--- src/rtl/program_loader_pkg.sv ---
// Shared definitions for the program loader.
// State encoding, word geometry and default sizes.
`timescale 1ns/1ps
package program_loader_pkg;

    typedef enum logic [2:0] {
        S_IDLE,
        S_LEN_LO,
        S_LEN_HI,
        S_DATA,
        S_WRITE,
        S_CHECK,
        S_DONE,
        S_ERROR
    } state_t;

    localparam int BYTES_PER_WORD    = 4;
    localparam int IDX_W             = $clog2(BYTES_PER_WORD);
    localparam int DEFAULT_MAX_WORDS = 256;

endpackage

--- src/rtl/program_loader_word_assembler.sv ---
// Little-endian byte-to-word assembler for the program loader.
// Holds the lane shift register, byte index and running checksum.
`timescale 1ns/1ps
module loader_word_assembler
    import program_loader_pkg::*;
(
    input  logic                        clk,
    input  logic                        rst_n,
    input  logic                        i_clear,
    input  logic                        i_en,
    input  logic [7:0]                  i_byte,
    output logic [8*BYTES_PER_WORD-1:0] o_word,
    output logic                        o_word_full,
    output logic [7:0]                  o_checksum
);

    logic [IDX_W-1:0]            r_idx;
    logic [8*BYTES_PER_WORD-1:0] r_word;
    logic [7:0]                  r_sum;

    // Place each accepted byte in its lane and fold it into the checksum
    always_ff @(posedge clk or negedge rst_n) begin
        if (!rst_n) begin
            r_idx  <= '0;
            r_word <= '0;
            r_sum  <= '0;
        end else if (i_clear) begin
            r_idx  <= '0;
            r_word <= '0;
            r_sum  <= '0;
        end else if (i_en) begin
            r_word[8*r_idx +: 8] <= i_byte;
            r_idx                <= r_idx + IDX_W'(1);
            r_sum                <= r_sum + i_byte;
        end
    end

    assign o_word      = r_word;
    assign o_checksum  = r_sum;
    assign o_word_full = i_en && (r_idx == IDX_W'(BYTES_PER_WORD - 1));

endmodule

--- src/rtl/program_loader.sv ---
// Framed byte-stream loader that fills instruction memory.
// Keeps the CPU held until a frame with a good checksum lands.
`timescale 1ns/1ps
module program_loader
    import program_loader_pkg::*;
#(
    parameter int ADDR_WIDTH = 8,
    parameter int DATA_WIDTH = 32,
    parameter int MAX_WORDS  = DEFAULT_MAX_WORDS
) (
    input  logic                  MAX10_CLK1_50,
    input  logic                  reset,
    input  logic                  start,
    input  logic [7:0]            rx_data,
    input  logic                  rx_valid,
    output logic                  rx_ready,
    output logic [ADDR_WIDTH-1:0] rom_wr_address,
    output logic [DATA_WIDTH-1:0] rom_wr_data,
    output logic                  rom_wr_en,
    output logic                  cpu_hold,
    output logic                  busy,
    output logic                  done,
    output logic                  error,
    output logic [ADDR_WIDTH:0]   word_count
);

    localparam logic [16:0] MAXW = 17'(MAX_WORDS);

    state_t                r_state;
    state_t                w_next;
    logic [7:0]            r_len_lo;
    logic [15:0]           r_len;
    logic [ADDR_WIDTH:0]   r_word_count;
    logic [ADDR_WIDTH:0]   w_wc_inc;
    logic [15:0]           w_len_full;
    logic                  w_len_bad;
    logic                  w_xfer;
    logic                  w_clear;
    logic                  w_asm_en;
    logic                  w_word_full;
    logic [7:0]            w_checksum;
    logic [DATA_WIDTH-1:0] w_word;

    assign w_xfer     = rx_valid && rx_ready;
    assign w_asm_en   = w_xfer && (r_state == S_DATA);
    assign w_len_full = {rx_data, r_len_lo};
    assign w_len_bad  = (w_len_full == 16'd0) ||
                        ({1'b0, w_len_full} > MAXW);
    assign w_wc_inc   = r_word_count + (ADDR_WIDTH+1)'(1);

    loader_word_assembler u_asm (
        .clk         (MAX10_CLK1_50),
        .rst_n       (reset),
        .i_clear     (w_clear),
        .i_en        (w_asm_en),
        .i_byte      (rx_data),
        .o_word      (w_word),
        .o_word_full (w_word_full),
        .o_checksum  (w_checksum)
    );

    // State register
    always_ff @(posedge MAX10_CLK1_50 or negedge reset) begin
        if (!reset) r_state <= S_IDLE;
        else        r_state <= w_next;
    end

    // Next-state and per-state output decode
    always_comb begin
        w_next    = r_state;
        rx_ready  = 1'b0;
        rom_wr_en = 1'b0;
        busy      = 1'b0;
        done      = 1'b0;
        error     = 1'b0;
        cpu_hold  = 1'b1;
        w_clear   = 1'b0;
        unique case (r_state)
            S_IDLE: begin
                if (start) begin
                    w_next  = S_LEN_LO;
                    w_clear = 1'b1;
                end
            end
            S_LEN_LO: begin
                busy     = 1'b1;
                rx_ready = 1'b1;
                if (w_xfer) w_next = S_LEN_HI;
            end
            S_LEN_HI: begin
                busy     = 1'b1;
                rx_ready = 1'b1;
                if (w_xfer) w_next = w_len_bad ? S_ERROR : S_DATA;
            end
            S_DATA: begin
                busy     = 1'b1;
                rx_ready = 1'b1;
                if (w_word_full) w_next = S_WRITE;
            end
            S_WRITE: begin
                busy      = 1'b1;
                rom_wr_en = 1'b1;
                w_next    = (16'(w_wc_inc) == r_len) ? S_CHECK : S_DATA;
            end
            S_CHECK: begin
                busy     = 1'b1;
                rx_ready = 1'b1;
                if (w_xfer) begin
                    w_next = (rx_data == w_checksum) ? S_DONE : S_ERROR;
                end
            end
            S_DONE: begin
                done     = 1'b1;
                cpu_hold = 1'b0;
                if (start) begin
                    w_next  = S_LEN_LO;
                    w_clear = 1'b1;
                end
            end
            S_ERROR: begin
                error = 1'b1;
                if (start) begin
                    w_next  = S_LEN_LO;
                    w_clear = 1'b1;
                end
            end
            default: w_next = S_IDLE;
        endcase
    end

    // Latch the frame length as its two bytes arrive
    always_ff @(posedge MAX10_CLK1_50 or negedge reset) begin
        if (!reset) begin
            r_len_lo <= '0;
            r_len    <= '0;
        end else if (w_xfer && r_state == S_LEN_LO) begin
            r_len_lo <= rx_data;
        end else if (w_xfer && r_state == S_LEN_HI) begin
            r_len    <= w_len_full;
        end
    end

    // Count written words; doubles as the write address
    always_ff @(posedge MAX10_CLK1_50 or negedge reset) begin
        if (!reset)         r_word_count <= '0;
        else if (w_clear)   r_word_count <= '0;
        else if (rom_wr_en) r_word_count <= w_wc_inc;
    end

    assign rom_wr_address = r_word_count[ADDR_WIDTH-1:0];
    assign rom_wr_data    = w_word;
    assign word_count     = r_word_count;

endmodule

--- config.mk ---
export PLATFORM = sky130hd
export DESIGN_NAME = program_loader
export DESIGN_NICKNAME = d
export VERILOG_FILES = /design/src/rtl/program_loader_pkg.sv /design/src/rtl/program_loader_word_assembler.sv /design/src/rtl/program_loader.sv
export SDC_FILE = /design/constraint.sdc
export NUM_CORES = 1
export LEC_CHECK = 0
export ABC_AREA = 1
export CAP_MARGIN = 10
export CORE_UTILIZATION = 54
export CTS_BUF_LIST = sky130_fd_sc_hd__clkbuf_8 sky130_fd_sc_hd__clkbuf_16
export CTS_CLUSTER_DIAMETER = 200
export DETAILED_ROUTE_END_ITERATION = 12
export HOLD_SLACK_MARGIN = 0.05
export PLACE_DENSITY = 0.8
export SYNTH_ARGS = -nofsm -noshare
export SYNTH_HDL_FRONTEND = slang
export SYNTH_SLANG_ARGS = --single-unit
--- constraint.sdc ---
create_clock -name MAX10_CLK1_50 -period 1.93 [get_ports MAX10_CLK1_50]
set_input_delay 0.193 -clock MAX10_CLK1_50 [delete_from_list [all_inputs] [get_ports MAX10_CLK1_50]]
set_output_delay 0.193 -clock MAX10_CLK1_50 [all_outputs]
set_load 0.005 [all_outputs]
Word-level counts from Yosys, hierarchy flattened
Index checks and enable logic that the tools add are counted.
Widths: inputs -> output; s select.
- flip-flop bits (word level): 78
- input port bits: 12
- output and inout bits: 55
- logic and storage cells: 71
- add/subtract/negate cells: 4
- order comparisons: 1
- equality and inequality tests: 15
- shifts and indexed selects: 2
- muxes and demuxes: 26
- bitwise operators: 1
- reductions and logical operators: 15
- operators by type and width (operator ; number):
    $mux 32 ; 2
    $neg 5->34 ; 1
    $shift 8x34->32 const A ; 1
    $shiftx 8x34->32 ; 1
    $bwmux 32 ; 1
    $mux 3 ; 7
    $mux 9 ; 2
    $pmux 3 s6 ; 1
    $eq 9x16->1 ; 1
    $gt 16x9->1 const B ; 1
    $logic_not 16->1 ; 1
    $mux 8 ; 2
    $eq 3x3->1 const B ; 4
    $add 9x1->9 const B ; 1
    $mux 1 ; 9
    $add 8x8->8 ; 1
    $eq 8x8->1 ; 1
    $eq 3x2->1 const B ; 2
    $ne 2x2->1 const B ; 3
    $logic_and 1x1->1 ; 5
    $reduce_and 5->1 ; 1
    $reduce_or 5->1 ; 1
    $mux 2 ; 2
    $ne 2x1->1 const B ; 2
    other kinds (10) ; 11

Longest topological paths before layout
- depth in word-level cells: 8
- mapped depth: 12

By module
Synthesis repeated with hierarchy kept, for this count alone.
- cells, all modules: 522
- area total of the unflattened synthesis: 4292.9 um2
- by module, submodules not included (module ; instances ; cells an instance ; area each (um2) ; seq. area each (um2)):
    loader_word_assembler ; 1 ; 238 ; 2167.1 ; 1051.0
    program_loader ; 1 ; 284 ; 2125.8 ; 900.9

Worst setup path after synthesis
No wires, ideal clock.
- path type: register -> register
- from: reg u_asm.r_sum[0] (netlist: u_asm.o_checksum[0])
- to: reg u_asm.r_sum[6] (netlist: u_asm.o_checksum[6])
- data arrival time: 1529 ps
- data required time: 1807 ps
- setup slack: 278 ps
- stages on the path, launching flop included: 11
- buffers on the path: 0
- clock period less this slack: 1652 ps
- path through: dfrtp_1 > ha_1 > inv_1 > fa_1 > o211ai_1 > nand2_1 > nand2_1 > a21o_1 > a21oi_1 > o21ai_0 > nand2_1
- longest elaborated chain between the ends: 3
- RTL lines (item ; RTL line ; source):
    from (decl) ; program_loader_word_assembler.sv:19 ; logic [7:0] r_sum;
    from (signal assigned) ; program_loader_word_assembler.sv:34 ; r_sum <= r_sum + i_byte;
    $add 8x8->8 ; program_loader_word_assembler.sv:34 ;
    $mux 8 ; program_loader_word_assembler.sv:31 ; end else if (i_en) begin
    $mux 8 ; program_loader_word_assembler.sv:27 ; end else if (i_clear) begin
No other way between the ends. The select of a mux whose other input is x is not followed.
A chain may end at the register's enable or synchronous reset.

Worst setup path after layout
- from: reg r_state[0]
- to: out busy
- longest elaborated chain between the ends: 3
- RTL lines (item ; RTL line ; source):
    from (decl) ; program_loader.sv:29 ; state_t r_state;
    from (signal assigned) ; program_loader.sv:65 ; else r_state <= w_next;
    $eq 3x2->1 (tied with other cells) ; program_loader.sv:78 ; unique case (r_state)
    $reduce_or 5->1 (no line) (*) ; n/a ;
    $mux 1 (*) ; program_loader.sv:78 ;
    to (decl) ; program_loader.sv:21 ; output logic busy,
Mark *: on every way between the ends. The rest lies on a longest branch, timed or not.

==> flow_summary.yaml <==
worst_setup_path:
  critical_path_buf_inv_count: 1
  r2r-start: "u_asm.o_checksum[0]$_DFFE_PN0P_"
  critPathKind: "reg2out"
  cp-start-kind: "register"
  worstPathArrival_ns: 1.68
  reg2reg_to: "u_asm.o_checksum[6]$_DFFE_PN0P_"
  cp.depth: 3
  crit_family: "buffers and inverters"
  required_ns: 1.74
  crit_path_end: "busy"
  crit_path_max_incr_delay_ns: 0.52
  worst-r2r-cell-count: 10
  r2r_slack_ns: 0.11
  endpoint_kind: "primary output"
  worstPathMaxFanout: 9
  crit_path_start: "r_state[0]$_DFFE_PN0P_"
  path_cells: "nand2_1 > nand3_2 > clkdlybuf4s50_1"
  cpMaxStageDelayCell: "clkdlybuf4s50_1"
synthesis:
  synth-edff-count: 0
  syn_avg_cell_area_um2: 8.30
  ys_ff_latch: 78
  synth_nets: 531
  yosysSeqAreaShare_pct: 46.6
  synth_area_um2: 4190
  synth_cell_type_count: 39
  synthArstFlopShare_pct: 100
  ys_warn_count: 0
  synth-main-ff-cell: "dfrtp_1"
  synthCells: 505
final_layout:
  layout_common_cells: "nand2_1, dfrtp_1, inv_1"
  antenna_cells: 0
  area_delta_synth_final_pct: 27.3
  layout.nets: 616
  drive_above_1_share_pct: 12.5
  fillCellCount: 552
  multiInputGateArea_um2: 1830
  instances_no_fill: 693
  final_common_cell: "nand2_1"
  seqCellArea_um2: 1950
clocking:
  cts_made_buffers: 9
  cts_root_buffer: "clkbuf_8"
  cts_tree: "done"
  cts.sinks: 78
  clk_latency_ns: 0.35
  cts_htree_levels: 3
  clk_pin_slew_worst_paths_ns: 0.08
  cts_buffer_depth: 2
die:
  fp.dieW_um: 90.1
  die_area_um2: 8120
  ios: 67
  core_area_um2: 7370
  die_h_um: 90.1
  start_util_pct: 56.9
  rows: 31
grt:
  grt_pass1_wl_mm: 17.8
  grt_max_degree: 50
  antenna_found_initial: 0
  grt_pass1_vias: 3680
  grt_util_all_layers_pct: 27.4
  gr-total-overflow: 0
sta:
  drv_slew: 0
  fmax_mhz: 533
  rsz0062_at_grt: "yes"
  fin_worst_skew_ns: 0.00402
  setup_tns_ns: 0
  max_slew_margin_pct: 65.8
  hold_viol: 0
  worst_pin_slew_ns: 0.506
  setup_violations: 0
  finalCritPeriodShare_pct: 97.3
  fin_crit_ns: 1.88
run:
  max-cap-violations: 0
drt:
  dr.pass1.iters: 6
  drt_wl_total_mm: 10.5
  vias: 3812
  drt_iter0_markers: 248
  wl_per_cell_um: 15.2
  drc: 0
  viasPerCell: 5.50
  antenna_left: 0
placed_design:
  dp_cells: 673
  io_buffers: 66
  dp_hpwl_mm: 7.39
  routabilityCongestion: 0.903
outcome:
  outcome: "completed"
power_and_ir_drop:
  max-vdd-ir-drop_uv: 774
  p_per_area_nw_per_um2: 1290
  p_leak_nw: 2.52
worst_hold_path:
  hold_path.class: "in2async"
cells by family after synthesis:
kind of cell,share of synthesized area (%)
XOR/XNOR,0.627
buffers and inverters,10.1
AND/OR/NAND/NOR,24.5
flip-flops,46.6
AO/OA/AOI/OAI,13.8
adder cells (fa/ha/maj),4.36
report_power, final:
part	internal (mW)	leakage, nW	switching (mW)
clock	0.854	0.121	0.609
sequential	2.06	1.04	0.339
combinational	1.25	1.36	1.78
total	4.16	2.52	2.72
metrics by stage:
step	total power [mW]	utilization [%]	hold WS, ns	instance area, µm²	setup WS (ns)
after floorplan	4.23	-	-0.103	4190	0.278
after global placement	5.13	68.2	0.152	5020	-0.148
after detailed placement	5.23	68.2	0.153	5020	-0.186
after CTS	6.75	71.6	0.323	5280	0.00745
after global routing	7.37	72.4	0.353	5330	-0.0640
final	6.89	72.4	0.309	5330	0.0530
sequential cells by signal, indices dropped and copies added (netlist names):
signal            cells
r_state               3
r_len                16
r_len_lo              8
u_asm.o_word         32
word_count            9
u_asm.o_checksum      8
u_asm.r_idx           2
cell usage after synthesis, types with 2 or more instances:
library cell / n / area, µm²
nand4_4: 3 / 63.8
inv_1: 75 / 282
nand4_1: 6 / 37.5
xor2_1: 3 / 26.3
buf_6: 2 / 22.5
o32ai_1: 8 / 70.1
a21oi_1: 11 / 55.1
nand3b_1: 4 / 30.0
o21ai_2: 2 / 17.5
o22ai_1: 2 / 12.5
inv_2: 2 / 7.51
buf_4: 9 / 67.6
o21ai_1: 18 / 90.1
buf_2: 4 / 20.0
nor3_1: 4 / 20.0
nor2_1: 22 / 82.6
nand3_2: 4 / 40.0
nor2_2: 3 / 18.8
o211ai_2: 2 / 25.0
dfrtp_1: 78 / 1950
ha_1: 13 / 163
o21ai_0: 38 / 190
o31ai_1: 8 / 60.1
nand2_1: 113 / 424
nand2_2: 4 / 25.0
o311ai_0: 2 / 17.5
nand3_1: 48 / 240
clkbuf_1: 4 / 15.0
nor2_4: 2 / 22.5
nor4_1: 2 / 12.5
per-layer routing:
layer	GRT usage, %	wire, µm
met5	0	0
met4	11.7	234
met3	3.64	600
met2	44.1	5070
met1	37.2	4610
cell type report:
| cell class | instances | area share, % |
|---|---|---|
| sequential | 78 | 36.6 |
| timing repair buffer | 93 | 16.7 |
| clock inverter | 6 | 2.09 |
| multi-input combinational | 329 | 34.4 |
| tap | 99 | 2.32 |
| clock buffer | 9 | 2.32 |
| inverter | 79 | 5.61 |
worst register-to-register path: stages, from the launching register on:
cell and delay [ns]:
dfrtp_1 0.36, ha_2 0.19, inv_1 0.05, fa_2 0.33, o211ai_1 0.26, nand2_1 0.12
nand2_1 0.07, a21o_1 0.12, a21oi_1 0.07, o21ai_1 0.07, nand2_1 0.07
repair_timing:
| item | CTS | global route |
|---|---|---|
| setup buffers | 0 | 4 |
| gates resized for setup | 5 | 5 |
| endpoints found under the setup margin | 3 | 5 |
| cloned | 0 | 0 |
| hold buffers | 1 | 0 |
| endpoints found under the hold margin | 29 | 0 |
| pin swaps | 0 | 3 |
worst min path at each step:
stage	startpoint	endpoint	slack (ns)	cells past startpoint
finish	reset	word_count[3]$_DFFE_PN0P_	0.31	2
global route	reset	word_count[2]$_DFFE_PN0P_	0.35	2
CTS	reset	word_count[3]$_DFFE_PN0P_	0.32	2
detailed placement	reset	word_count[3]$_DFFE_PN0P_	0.15	1
global placement	reset	word_count[3]$_DFFE_PN0P_	0.15	1
floorplan	reset	r_len[0]$_DFFE_PN0P_	-0.10	0
Note: power is estimated with default switching activity, not from simulation.
==> RTL change, RTL diff (same settings) <==
Put a register stage on the output `error`, cleared by the reset. The value now appears one clock later. The other outputs are not delayed to match.
--- a/src/rtl/program_loader.sv
+++ b/src/rtl/program_loader.sv
@@ -25,6 +25,8 @@
 );
 
     localparam logic [16:0] MAXW = 17'(MAX_WORDS);
+
+    logic error_d;
 
     state_t                r_state;
     state_t                w_next;
@@ -72,7 +74,7 @@
         rom_wr_en = 1'b0;
         busy      = 1'b0;
         done      = 1'b0;
-        error     = 1'b0;
+        error_d   = 1'b0;
         cpu_hold  = 1'b1;
         w_clear   = 1'b0;
         unique case (r_state)
@@ -118,7 +120,7 @@
                 end
             end
             S_ERROR: begin
-                error = 1'b1;
+                error_d = 1'b1;
                 if (start) begin
                     w_next  = S_LEN_LO;
                     w_clear = 1'b1;
@@ -151,5 +153,13 @@
     assign rom_wr_data    = w_word;
     assign word_count     = r_word_count;
 
+    always_ff @(posedge MAX10_CLK1_50 or negedge reset) begin
+        if (!reset) begin
+            error <= '0;
+        end else begin
+            error <= error_d;
+        end
+    end
+
 endmodule
 
Function: changed (Yosys sat finds a counterexample within 4 cycles, from zero or initial values and one cycle with reset low).
==> RTL change against the original RTL <==
  * Register-to-register slack improved by 40 ps
  * Count of clock-buffer cells in the layout did not move
  * Worst setup slack improved by 40 ps
  * Combinational power rose by 4%
  * Synthesized cell count fell by 0.40%
  * Routed wire length fell by 0.93%
  * Power rose by 0.91%
  * Sequential cell count rose by 1
  * Design area fell by 1.1%
  * Critical path depth rose by 1
  * Area after synthesis fell by 0.33%
  * Global-route usage rose by 0.14 points
  * Worst hold slack improved by 45 ps
  * Critical path type unchanged
  * Critical endpoint is now rx_ready
  * Largest power group unchanged
==> RTL change: results (changes against the original RTL) <==
Status -> complete, no violations (unchanged)
Async set-or-reset flop fraction in the synthesized netlist -> 1.00 (unchanged)
Met3 WL -> 732 um (was 600 um)
Drt pass-1 iters -> 5 (was 6)
Worst-Skew Late Latency -> 370 ps (was 350 ps)
Clock root buffer -> clkbuf_8 (unchanged)
Fillers -> 586 (was 552)
Critical-path maximum fanout -> 5 (was 9)
Yosys Warn Count -> 0 (unchanged)
HP Class -> in -> async (unchanged)
H-tree Lvls -> 3 (unchanged)
Post-CTS setup buffers -> 1 (was 0)
N_diodes -> 0 (unchanged)
Placed Area -> 5010 sq um (was 5020 sq um)
Vias per inst -> 5.53 (was 5.50)
WL per Instance -> 15.0 um (was 15.2 um)
Setup Skew -> 13.4 ps (was 4.02 ps)
Leakage -> 0.00249 uW (was 0.00252 uW)
Maximum resistive drop on vdd -> 0.000623 V (was 0.000774 V)
Fin nets -> 615 (was 616)
Placer Congestion -> 0.921 (was 0.903)
Layout cells sized above 1 -> 0.123 (was 0.125)
GR Util met2 -> 0.451 (was 0.441)
Critical path arrival -> 1640 ps (was 1680 ps)
First-pass GRT wire length -> 17.5 mm (was 17.8 mm)
Total track usage -> 0.275 (was 0.274)
Syn Nets -> 529 (was 531)
Most used DFF post-synth -> dfrtp_1 (unchanged)
M3 GR Usage -> 0.0406 (was 0.0364)
CP max stage delay -> 500 ps (was 520 ps)
Seq/Total Area, Yosys -> 0.473 (was 0.466)
TritonCTS Buffers -> 9 (unchanged)
First DRT Iteration DRCs -> 235 (was 248)
Worst reg2reg setup slack -> 150 ps (was 110 ps)
FF-to-FF path depth -> 11 (was 10)
Vias in the first global route -> 3,714 (was 3,680)
Post-synth cell types -> 42 (was 39)
DRT met1 WL -> 4.29 mm (was 4.61 mm)
Largest register FFs -> 32 (unchanged)
Post-synth top cells -> nand2_1 (105), dfrtp_1 (79), inv_1 (70) (was nand2_1 (113), dfrtp_1 (78), inv_1 (75))
WL met2 -> 5.04 mm (was 5.07 mm)
Post-CTS sizing -> 6 (was 5)
Dpl hpwl -> 7.46 mm (was 7.39 mm)
Largest net degree at the start of global routing -> 46 (was 50)
Met1 Track Usage GR -> 0.353 (was 0.372)
Largest cells by area after synthesis -> dfrtp_1 (47%), nand2_1 (9.4%), nand3_1 (6.5%) (was dfrtp_1 (47%), nand2_1 (10%), inv_1 (6.7%))
Worst slew margin relative to its limit -> 0.626 (was 0.658)
==> RTL change: metrics by stage <==
| step | power [uW] | hold WS (ps) | TNS [ps] | worst slack (ps) | std cells |
|---|---|---|---|---|---|
| floorplan | 4500 | -103 | 0 | 179 | 503 |
| global placement | 5400 | 218 | -137 | -137 | 673 |
| detailed placement | 5540 | 224 | -360 | -190 | 673 |
| CTS | 6910 | 379 | -15.7 | -15.7 | 691 |
| global route | 7490 | 419 | -29.5 | -29.5 | 693 |
| finish | 6950 | 353 | 0 | 92.7 | 693 |
==> RTL change: logic make-up (layout without fill, tap and decap cells) <==
group           after synthesis  count (layout)  share of synthesized area
flops                        79              79                      0.473
simple gates                215             215                      0.245
fa+ha+maj                    14              14                     0.0437
xor+xnor                      3               3                    0.00629
compound gates               95              95                      0.127
buf+inv                      97             188                      0.105
==> RTL change: worst paths after layout <==
path / startpoint / to
max: r_state[1] / rx_ready
min: reset / r_len[0]
max reg2reg: u_asm.o_checksum[0] / u_asm.o_checksum[6]
min reg2reg: r_len_lo[5] / r_len_lo[5]
max in group asynchronous: reset / u_asm.o_word[28]
min in group MAX10_CLK1_50: r_len_lo[5] / r_len_lo[5]
==> RTL change: area by class of cell <==
cell class | instances | area (sq um) | area share
Tap cell | 99 | 124 | 0.0235
Inverter | 78 | 304 | 0.0577
Timing Repair Buffer | 94 | 872 | 0.165
Clock buffer | 9 | 124 | 0.0235
Clock inverter | 7 | 83.8 | 0.0159
Sequential cell | 79 | 1980 | 0.376
Multi-Input combinational cell | 327 | 1780 | 0.338
==> RTL change: power by group <==
part	switching [uW]	internal, uW	leakage, uW
clock	686	624	0.000103
sequential	348	2140	0.00105
combinational	1840	1310	0.00133
